### src/rtl/run_ctrl_pkg.sv
// ---------------------------------------------------------------------------
// run_ctrl_pkg
//   Shared definitions for the run/cont/halt job-control FSM.
//   Holds the state encoding, the watchdog counter width and a small helper
//   that tells whether a state counts as "busy" for the front panel.
// ---------------------------------------------------------------------------
package run_ctrl_pkg;

    // Width of the state register and of the cs status port
    localparam int STATE_W = 3;

    // Width of the pause watchdog counter (WDOG_CYC must fit below 2^WDOG_W)
    localparam int WDOG_W = 16;

    // Encodings are fixed because cs is visible on the front panel;
    // 110 and 111 are unused and steer back to IDLE.
    typedef enum logic [STATE_W-1:0] {
        ST_IDLE  = 3'b000,
        ST_RUN   = 3'b001,
        ST_PAUSE = 3'b010,
        ST_HALT  = 3'b011,
        ST_DONE  = 3'b100,
        ST_FAULT = 3'b101
    } state_e;

    // A job is in flight while it is running or parked in PAUSE
    function automatic logic isBusy(input logic [STATE_W-1:0] s);
        return (s == ST_RUN) || (s == ST_PAUSE);
    endfunction

endpackage

### src/rtl/run_ctrl_fsm.sv
// ---------------------------------------------------------------------------
// run_ctrl_fsm
//   Job sequencer that sits between the lab front-panel controls and the
//   datapath they gate. A job of len_q cycles runs through
//   IDLE -> RUN (<-> PAUSE) -> DONE, can be aborted into HALT at any time,
//   and, with the pause watchdog built in, drops into FAULT when left in
//   PAUSE for too long.
//
//   Optional feature macro: RUN_CTRL_WDOG_EN
//     defined   : PAUSE is timed; after WDOG_CYC cycles without cont/halt
//                 the FSM enters FAULT, which only halt (or reset) leaves.
//     undefined : PAUSE waits forever, FAULT is unreachable, fault = 0.
//
//   Parameters
//     CNT_W     width of len/step_cnt (job length up to 2^CNT_W-1 cycles)
//     WDOG_CYC  PAUSE cycles before FAULT, 1 .. 2^16-1
//
//   Ports
//     clk       in   rising-edge clock
//     reset     in   asynchronous, active-low reset
//     run       in   level: start a job / keep running; low in RUN pauses
//     cont      in   level: resume from PAUSE, release from HALT
//     halt      in   level: abort, highest priority in every state
//     len       in   job length, captured only on IDLE -> RUN
//     cs        out  registered state encoding
//     step_cnt  out  completed RUN cycles of the current job (registered)
//     busy      out  1 in RUN or PAUSE
//     done      out  1 in DONE
//     fault     out  1 in FAULT (always 0 without the watchdog)
// ---------------------------------------------------------------------------
module run_ctrl_fsm
    import run_ctrl_pkg::*;
#(
    parameter int CNT_W    = 8,
    parameter int WDOG_CYC = 16
) (
    input  logic               clk,
    input  logic               reset,
    input  logic               run,
    input  logic               cont,
    input  logic               halt,
    input  logic [CNT_W-1:0]   len,
    output logic [STATE_W-1:0] cs,
    output logic [CNT_W-1:0]   step_cnt,
    output logic               busy,
    output logic               done,
    output logic               fault
);

    // Reject parameter values the counters cannot represent at elaboration
    if (CNT_W < 1) begin : g_bad_cnt_w
        $error("run_ctrl_fsm: CNT_W must be at least 1");
    end
    if ((WDOG_CYC < 1) || (WDOG_CYC > 65535)) begin : g_bad_wdog_cyc
        $error("run_ctrl_fsm: WDOG_CYC must be in 1..65535");
    end

    state_e           cs_q,   cs_d;
    logic [CNT_W-1:0] step_q, step_d;
    logic [CNT_W-1:0] len_q,  len_d;

`ifdef RUN_CTRL_WDOG_EN
    // Last watchdog count value before the FSM gives up on the pause
    localparam logic [WDOG_W-1:0] WDOG_LAST = WDOG_W'(WDOG_CYC - 1);

    logic [WDOG_W-1:0] wdog_q, wdog_d;
`endif

    // State, step counter, captured length and watchdog all live here.
    // Reset is asynchronous so pulling reset low stops the job at once,
    // without waiting for a clock edge.
    always_ff @(posedge clk or negedge reset) begin
        if (!reset) begin
            cs_q   <= ST_IDLE;
            step_q <= '0;
            len_q  <= '0;
`ifdef RUN_CTRL_WDOG_EN
            wdog_q <= '0;
`endif
        end else begin
            cs_q   <= cs_d;
            step_q <= step_d;
            len_q  <= len_d;
`ifdef RUN_CTRL_WDOG_EN
            wdog_q <= wdog_d;
`endif
        end
    end

    // Next-state and counter update. Every state checks halt first, then
    // cont, then run. Entering or sitting in HALT clears the step counter
    // so an aborted job never leaves a stale count on the panel. The
    // watchdog defaults to zero, so it clears whenever PAUSE is left.
    always_comb begin
        cs_d   = cs_q;
        step_d = step_q;
        len_d  = len_q;
`ifdef RUN_CTRL_WDOG_EN
        wdog_d = '0;
`endif

        case (cs_q)
            ST_IDLE: begin
                if (halt) begin
                    cs_d   = ST_HALT;
                    step_d = '0;
                end else if (run) begin
                    len_d  = len;
                    step_d = '0;
                    // A zero-length job has nothing to run and completes at once
                    cs_d   = (len != '0) ? ST_RUN : ST_DONE;
                end
            end

            ST_RUN: begin
                if (halt) begin
                    cs_d   = ST_HALT;
                    step_d = '0;
                end else if (!run) begin
                    // Pausing takes precedence over this cycle's increment
                    cs_d = ST_PAUSE;
                end else begin
                    step_d = step_q + CNT_W'(1);
                    if (step_q == (len_q - CNT_W'(1))) begin
                        cs_d = ST_DONE;
                    end
                end
            end

            ST_PAUSE: begin
                if (halt) begin
                    cs_d   = ST_HALT;
                    step_d = '0;
                end else if (cont) begin
                    cs_d = ST_RUN;
`ifdef RUN_CTRL_WDOG_EN
                end else if (wdog_q == WDOG_LAST) begin
                    cs_d = ST_FAULT;
                end else begin
                    wdog_d = wdog_q + WDOG_W'(1);
`endif
                end
            end

            ST_HALT: begin
                step_d = '0;
                if (cont && !halt) begin
                    cs_d = ST_IDLE;
                end
            end

            ST_DONE: begin
                if (halt) begin
                    cs_d   = ST_HALT;
                    step_d = '0;
                end else if (!run) begin
                    // Run must drop before a new job can start from IDLE
                    cs_d = ST_IDLE;
                end
            end

`ifdef RUN_CTRL_WDOG_EN
            ST_FAULT: begin
                // Only an explicit abort clears a watchdog fault
                if (halt) begin
                    cs_d   = ST_HALT;
                    step_d = '0;
                end
            end
`endif

            default: begin
                cs_d = ST_IDLE;
            end
        endcase
    end

    // Status outputs are plain decodes of the registered state
    assign cs       = cs_q;
    assign step_cnt = step_q;
    assign busy     = isBusy(cs_q);
    assign done     = (cs_q == ST_DONE);
`ifdef RUN_CTRL_WDOG_EN
    assign fault    = (cs_q == ST_FAULT);
`else
    assign fault    = 1'b0;
`endif

endmodule

### config.mk
export PLATFORM = sky130hd
export DESIGN_NAME = run_ctrl_fsm
export DESIGN_NICKNAME = d
export VERILOG_FILES = /design/src/rtl/run_ctrl_pkg.sv /design/src/rtl/run_ctrl_fsm.sv
export SDC_FILE = /design/constraint.sdc
export NUM_CORES = 1
export LEC_CHECK = 0
export CAP_MARGIN = 10
export CORE_MARGIN = 4
export CORE_UTILIZATION = 45
export CTS_CLUSTER_DIAMETER = 50
export DETAILED_ROUTE_END_ITERATION = 12
export PLACE_DENSITY = 0.71
export REMOVE_ABC_BUFFERS = 1
export SLEW_MARGIN = 10
export SYNTH_ARGS = -nofsm -noshare
export SYNTH_HDL_FRONTEND = slang
export SYNTH_SLANG_ARGS = --single-unit
### constraint.sdc
create_clock -name clk -period 2.5 [get_ports clk]
set_clock_uncertainty 0.1 [all_clocks]
set_input_delay 0.5 -clock clk [delete_from_list [all_inputs] [get_ports clk]]
set_output_delay 0.5 -clock clk [all_outputs]
set_load 0.1 [all_outputs]
Yosys cells after proc, flatten, opt, wreduce, memory -nomap -nowiden. Index checks and enable logic that the tools add are counted.

Multipliers: 0. Add/subtract/negate cells: 2. Mux-type cells: 18. Magnitude comparators: 0. Equal/unequal tests: 12. Reduce and logical (&&, ||, !) cells: 10. Divide/modulo/power cells: 0. Bitwise logic cells: 1. Shift operators: 0.

Operator list (number): $mux W8 (5); $mux W3 (11); $pmux W8 S4 (1); $pmux W3 S5 (1); $ne A3 B3 Y1 const B (4); $add A8 B1 Y8 const B (1); $eq A8 B8 Y1 (1); $reduce_bool A8 Y1 (1); $sub A8 B1 Y8 const B (1); $eq A3 B2 Y1 const B (2); $reduce_and A5 Y1 (1); $ne A4 B4 Y1 const B (1); $reduce_and A4 Y1 (1); $reduce_bool A4 Y1 (1); $eq A3 B1 Y1 const B (1); $eq A3 B3 Y1 const B (1); $logic_not A3 Y1 (1); $reduce_and A3 Y1 (1); $ne A2 B1 Y1 const B (1); $ne A2 B2 Y1 const B (1); $reduce_or A2 Y1 (1); $logic_and A1 B1 Y1 (1); $logic_not A1 Y1 (1); $logic_or A1 B1 Y1 (1); $not A1 Y1 (1).

Output and inout bits: 14. Logic and storage cells: 46. Bits in writable memories: 0. Memories: 0. Register bits: 19. Input bits: 13. Bits in latches: 0. ROM bits: 0.

Logic depth before layout (Yosys ltp). Gate-level depths: netlist of run 1.

Word-level depth: 6. Gate-level depth with buffers: 6. Depth with buffers taken out: 6.

Worst setup path after synthesis of run 1. Ideal clock, no wire load.

Path type: register to register. Start point: register cs_q[2] (netlist: cs[2]). End point: register cs_q[2] (netlist: cs[2]). Clock period less this slack: 4.162 ns. Path buffers: 1. Slack: -1.662 ns. Library setup time: 0.064 ns. Stages on the path, launching flop included: 5. Data required time: 2.336 ns. Arrival: 3.998 ns. Cells stage by stage: dfrtp_1 -> buf_6 -> nor3b_1 -> a32oi_1 -> a21bo_1.

Cells in the longest elaborated chain, start to end: 3. Elaborated cells between the ends (all ways): 12. Classes of those cells: 9 x eq/ne; 1 x mux; 2 x reduce/logical.

RTL lines: start: declaration (RTL line run_ctrl_fsm.sv:58) `state_e cs_q, cs_d;`; start signal: assignment (RTL line run_ctrl_fsm.sv:81) `cs_q <= cs_d;`; $eq A3 B3 Y1 *; via done (RTL line run_ctrl_fsm.sv:46) `output logic done,`; $ne A3 B3 Y1 (no line); $reduce_and A5 Y1 (no line).

The timed path passes the listed nets; every way through them passes the cells marked *. A chain may end at the register's enable or synchronous reset.

Final worst setup path of run 1.
Start point: register cs_q[2] (netlist: cs[2]). End point: output done.

Cells in the longest elaborated chain, start to end: 1.

RTL lines: $eq A3 B3 Y1 (RTL line run_ctrl_fsm.sv:182) `assign done = (cs_q == ST_DONE);`; end: declaration (RTL line run_ctrl_fsm.sv:46).

Every way passes these cells.

==> results of run 1 <==
## worst max-delay path by stage
stage | startpoint | end | slack [ns]
final | cs[2] | done | 0.26
after detailed placement | halt | cs[2] | 0.20
after global placement | halt | cs[2] | 0.25
after global routing | cs[2] | done | 0.17
after floorplan | cs[2] | cs[2] | -1.67
after CTS | cs[2] | done | 0.26
## cells by family after synthesis
kind of cell    after synthesis  share of synthesized area
simple gates                 55                      0.263
other cells                   1                    0.00270
flops                        19                      0.342
compound gates               39                      0.183
xor+xnor                      9                     0.0728
buf+inv                      13                     0.0539
fa+ha+maj                     2                     0.0180
mux                           6                     0.0648
## cell type report
cell class	count	area share
Multi-Input combinational cell	112	0.500
Sequential cell	19	0.283
Timing Repair Buffer	29	0.162
Tap cell	31	0.0230
Inverter	7	0.0171
Clock buffer	4	0.0156
## registers in the layout (all words and copies together), names as in the netlist
signal	flops
cs	3
step_cnt	8
len_q	8
## worst register-to-register path, cell delays in order, from the launching register on
cell and delay [ns]:
dfrtp_1 0.44, inv_1 0.08, ha_1 0.27, or3_1 0.38, a31o_1 0.24, nor4b_2 0.26, a21bo_1 0.13
## power groups by stage
stage                     Sequential [mW]  Combinational [mW]  Clock (mW)
after CTS                           0.556                1.08       0.159
final                               0.558                1.07       0.153
after global routing                0.580                1.15       0.172
after global placement              0.556                1.05           0
after detailed placement            0.563                1.07           0
after floorplan                     0.698               0.660           0
## per-stage QoR
stage / util / cells
after floorplan: - / 138
after global routing: 0.590 / 202
after global placement: 0.581 / 198
final: 0.590 / 202
after detailed placement: 0.581 / 198
after CTS: 0.590 / 202
## placed cells by master, fill, tap and decap left out, types with 4 or more instances in the layout
| cell | instances |
|---|---|
| nor2_1 | 13 |
| o21ai_1 | 13 |
| inv_1 | 6 |
| nand2_1 | 5 |
| buf_4 | 15 |
| clkdlybuf4s50_1 | 12 |
| a21oi_1 | 6 |
| mux2_4 | 6 |
| nor3_1 | 4 |
| dfrtp_1 | 19 |
| nand2b_1 | 5 |
| xor2_1 | 4 |
## metal layers
| metal | share of wire | vias to the layer above | track usage |
|---|---|---|---|
| met5 | 0 | - | 0 |
| met4 | 0.015 | 0 | 0.0593 |
| met3 | 0.045 | 4 | 0.0373 |
| met2 | 0.48 | 26 | 0.265 |
| met1 | 0.46 | 598 | 0.216 |
| li1 | - | 583 | - |
==> results.json, run 1 <==
{
  "status": "finished clean",
  "hold_violations": 0,
  "comb_power_share": 0.602,
  "grt-ovfl-total": 0,
  "path_buf_inv": 1,
  "synth_cell_type_count": 51,
  "setup_tns_ns": 0,
  "drc": 0,
  "ys_seq_elements": 19,
  "cts_resized": 0,
  "min_period_ns": 2.24,
  "nFillCells": 255,
  "yosys-top-cells-area": "dfrtp_1, mux2_4, o21ai_1",
  "yosys.cell_count.top_type": "dfrtp_1",
  "cts-htree-levels": 1,
  "regArea_um2": 475,
  "cts_tree": "built",
  "multi_input_area_um2": 841,
  "cap_violations": 0,
  "rsz0062_at_grt": "false",
  "post_cts_buffers": 0,
  "tritoncts.num_buffers": 3,
  "yosysSeqAreaShare": 0.342,
  "holdWs_ns": 0.433,
  "cp_top_family": "flip-flops",
  "hold_path_class": "in -> async",
  "rr_worst_depth": 6,
  "initial_core_util": 0.488,
  "wl_per_cell_um": 15.6,
  "grt_pass1_vias": 1192,
  "postPlaceCellArea_um2": 1660,
  "arrival_ns": 1.64,
  "grtUsageTotal": 0.165,
  "rr_endpoint": "cs[2]",
  "nets": 187,
  "worstPathRequired_ns": 1.90,
  "yosys-top-cells-count": "dfrtp_1, nor2_1, o21ai_1",
  "ff2ff_setup_slack_ns": 0.54,
  "die_h_um": 63.6,
  "max_freq_ghz": 0.446,
  "syn_avg_cell_area_um2": 9.66,
  "areaGrowthSynthToFinish_pct": 21.0,
  "port_buffers": 25,
  "cts_hold_buf": 0,
  "synth_top_cell_area_share": 0.342,
  "setup_viol": 0,
  "p_leak_nw": 0.740,
  "p_int_mw": 0.875,
  "ys_warn_count": 0,
  "crit_chain": "nor3b_1 > buf_12",
  "synth_enable_flop_cells": 0,
  "pre_cts_slack_ns": 0.197,
  "swShare": 0.509,
  "grt_pass1_wl_um": 5430,
  "r2r_start": "len_q[0]",
  "drt_iter0_markers": 57,
  "synth_ff_type": "dfrtp_1",
  "ant_nets": 0,
  "p_total_mw": 1.78,
  "p_clk_frac": 0.086,
  "yosysTopAreaCell": "dfrtp_1",
  "insertion_delay_ns": 0.29,
  "drt-pass1-iter-count": 4,
  "worstSetupPathType": "reg -> out",
  "crit_cells": 2,
  "hpwlAfterDp_um": 2400,
  "clk_pin_slew_ns": 0.11,
  "power_switching_mw": 0.909,
  "root_buffer": "clkbuf_4",
  "timing.final.ws_setup_ns": 0.259,
  "worst_pin_slew_ns": 0.581,
  "core_um2": 2850,
  "ioPinCount": 27,
  "seqPwrFrac": 0.313,
  "crit_path_end_kind": "primary output",
  "synthCells": 144,
  "die_w_um": 63.6,
  "cp-start-kind": "register",
  "insertedDiodeCount": 0,
  "slew_viol_final": 0,
  "cts.sinks": 19,
  "die_area_um2": 4050,
  "slowest_stage": "dfrtp_1",
  "ys_async_sr_fraction": 1.00,
  "cts_buffer_depth": 2,
  "drive_above_1_share": 0.234,
  "power_density_nw_per_um2": 1060,
  "relSlewSlack": 0.611,
  "place_congestion": 0.913,
  "viasPerCell": 6.00,
  "cp_slowest_stage_delay_ns": 0.63,
  "netlist_area_um2": 1390,
  "ir_worst_vdd_uv": 630,
  "vias": 1211,
  "grt_max_degree": 20,
  "final_area_um2": 1680,
  "antenna_found_initial": 0,
  "critPathMaxFanout": 13,
  "fin_crit_sh": 0.896,
  "row_count": 19,
  "finalWirelength_um": 3160
}
Note: power is estimated with default switching activity, not from simulation.
==> run 2: changes to the inputs <==
==> constraint.sdc (replaced) <==
create_clock -name clk -period 2.65 [get_ports clk]
set_clock_uncertainty 0.1 [all_clocks]
set_input_delay 0.53 -clock clk [delete_from_list [all_inputs] [get_ports clk]]
set_output_delay 0.53 -clock clk [all_outputs]
set_load 0.1 [all_outputs]
==> run 2 against run 1 <==
Sequential share of layout area increased by 0.47 points. Cell count decreased by 0.99%. Die area unchanged. Critical path type unchanged. Critical endpoint unchanged.
==> results.json, run 2 (synthesized netlist as in run 1, its figures left out) <==
{
  "hold_violations": 0,
  "hold_path_class": "in -> async",
  "post_cts_buffers": 0,
  "cap_violations": 0,
  "drive_above_1_share": 0.225,
  "fin_cells": 200,
  "postPlaceCellArea_um2": 1630,
  "nets": 185,
  "worstPathRequired_ns": 2.02,
  "place_congestion": 0.879,
  "row_count": 19,
  "max_freq_ghz": 0.437,
  "fin_crit_sh": 0.864,
  "setup_tns_ns": 0,
  "tritoncts.num_buffers": 3,
  "insertion_delay_ns": 0.29,
  "relSlewSlack": 0.662,
  "mostFrequentLayoutCells": "dfrtp_1, buf_4, nor2_1, o21ai_1, clkdlybuf4s50_1",
  "power_density_nw_per_um2": 989,
  "die_area_um2": 4050,
  "finalWirelength_um": 3140,
  "ant_nets": 0,
  "areaGrowthSynthToFinish_pct": 19.0,
  "die_h_um": 63.6,
  "drt-pass1-iter-count": 4,
  "worstSetupPathType": "reg -> out",
  "placed_cells": 196,
  "p_total_mw": 1.64,
  "pre_cts_slack_ns": 0.180,
  "slew_viol_final": 0,
  "ir_worst_vdd_uv": 616,
  "timing.final.ws_setup_ns": 0.361,
  "ioPinCount": 27,
  "worst_pin_slew_ns": 0.503,
  "cts_tree": "built",
  "cts.sinks": 19,
  "min_period_ns": 2.29,
  "core_um2": 2850,
  "critPathMaxFanout": 13,
  "clk_pin_slew_ns": 0.11,
  "port_buffers": 25,
  "cts-htree-levels": 1,
  "setup_viol": 0,
  "status": "finished clean",
  "grt-ovfl-total": 0,
  "drt_iter0_markers": 69,
  "wl_per_cell_um": 15.7,
  "final_common_cell": "dfrtp_1",
  "grtUsageTotal": 0.170,
  "die_w_um": 63.6,
  "arrival_ns": 1.66,
  "nFillCells": 266,
  "drc": 0,
  "utilization": 0.580,
  "grt_pass1_vias": 1170,
  "root_buffer": "clkbuf_4",
  "grt_pass1_wl_um": 5480,
  "rsz0062_at_grt": "false",
  "grt_max_degree": 20,
  "vias": 1162,
  "initial_core_util": 0.488,
  "crit_path_end_kind": "primary output",
  "p_leak_nw": 0.726,
  "cp-start-kind": "register",
  "holdWs_ns": 0.456,
  "cts_buffer_depth": 2,
  "insertedDiodeCount": 0,
  "final_area_um2": 1660,
  "antenna_found_initial": 0,
  "viasPerCell": 5.81,
  "cts_resized": 0,
  "hpwlAfterDp_um": 2440,
  "cts_hold_buf": 0
}
==> run 2: worst max-delay path, stage by stage (launching register included) <==
cell and delay, ns:
dfrtp_1 0.63, nor3b_1 0.49, buf_12 0.24
==> run 2: path summary, 6_finish.rpt <==
| kind | start | endpoint | slack [ns] | depth (start not counted) |
|---|---|---|---|---|
| min in group clk | len_q[7] | len_q[7] | 0.46 | 1 |
| max reg2reg | len_q[0] | cs[2] | 0.63 | 6 |
| min reg2reg | len_q[7] | len_q[7] | 0.46 | 1 |
| max in group asynchronous | reset | len_q[6] | 1.79 | 2 |
| min | reset | step_cnt[3] | 0.46 | 2 |
| max | cs[2] | done | 0.36 | 2 |
==> run 2: metal layers <==
metal  up-vias  track usage  routed length, um
met4         0       0.0593                 93
li1        578            -                  -
met2        29        0.282               1500
met5         -            0                  0
met1       547        0.217               1400
met3         8       0.0355                144
==> run 2: report_power, final <==
group          switching (mW)  total [mW]  internal, mW
logic                   0.602       0.959         0.357
clock network          0.0912       0.150        0.0584
registers               0.158       0.529         0.371
==> run 2: area by class of cell <==
cell class                 instances  area, um^2  share of cell area
multi-input combinational        112         841               0.508
timing repair buffer              27         245               0.148
tap                               31        38.8              0.0234
clock buffer                       4        26.3              0.0159
sequential                        19         475               0.287
inverter                           7        28.8              0.0174
==> run 3: changes to the inputs <==
--- a/config.mk
+++ b/config.mk
@@ -12,7 +12,7 @@
 export DETAILED_ROUTE_END_ITERATION = 12
 export PLACE_DENSITY = 0.71
 export REMOVE_ABC_BUFFERS = 1
-export SLEW_MARGIN = 10
+export SLEW_MARGIN = 25
 export SYNTH_ARGS = -nofsm -noshare
 export SYNTH_HDL_FRONTEND = slang
 export SYNTH_SLANG_ARGS = --single-unit
==> results of run 3 <==
No change in the layout: final DEF, timing and power equal those of run 2.
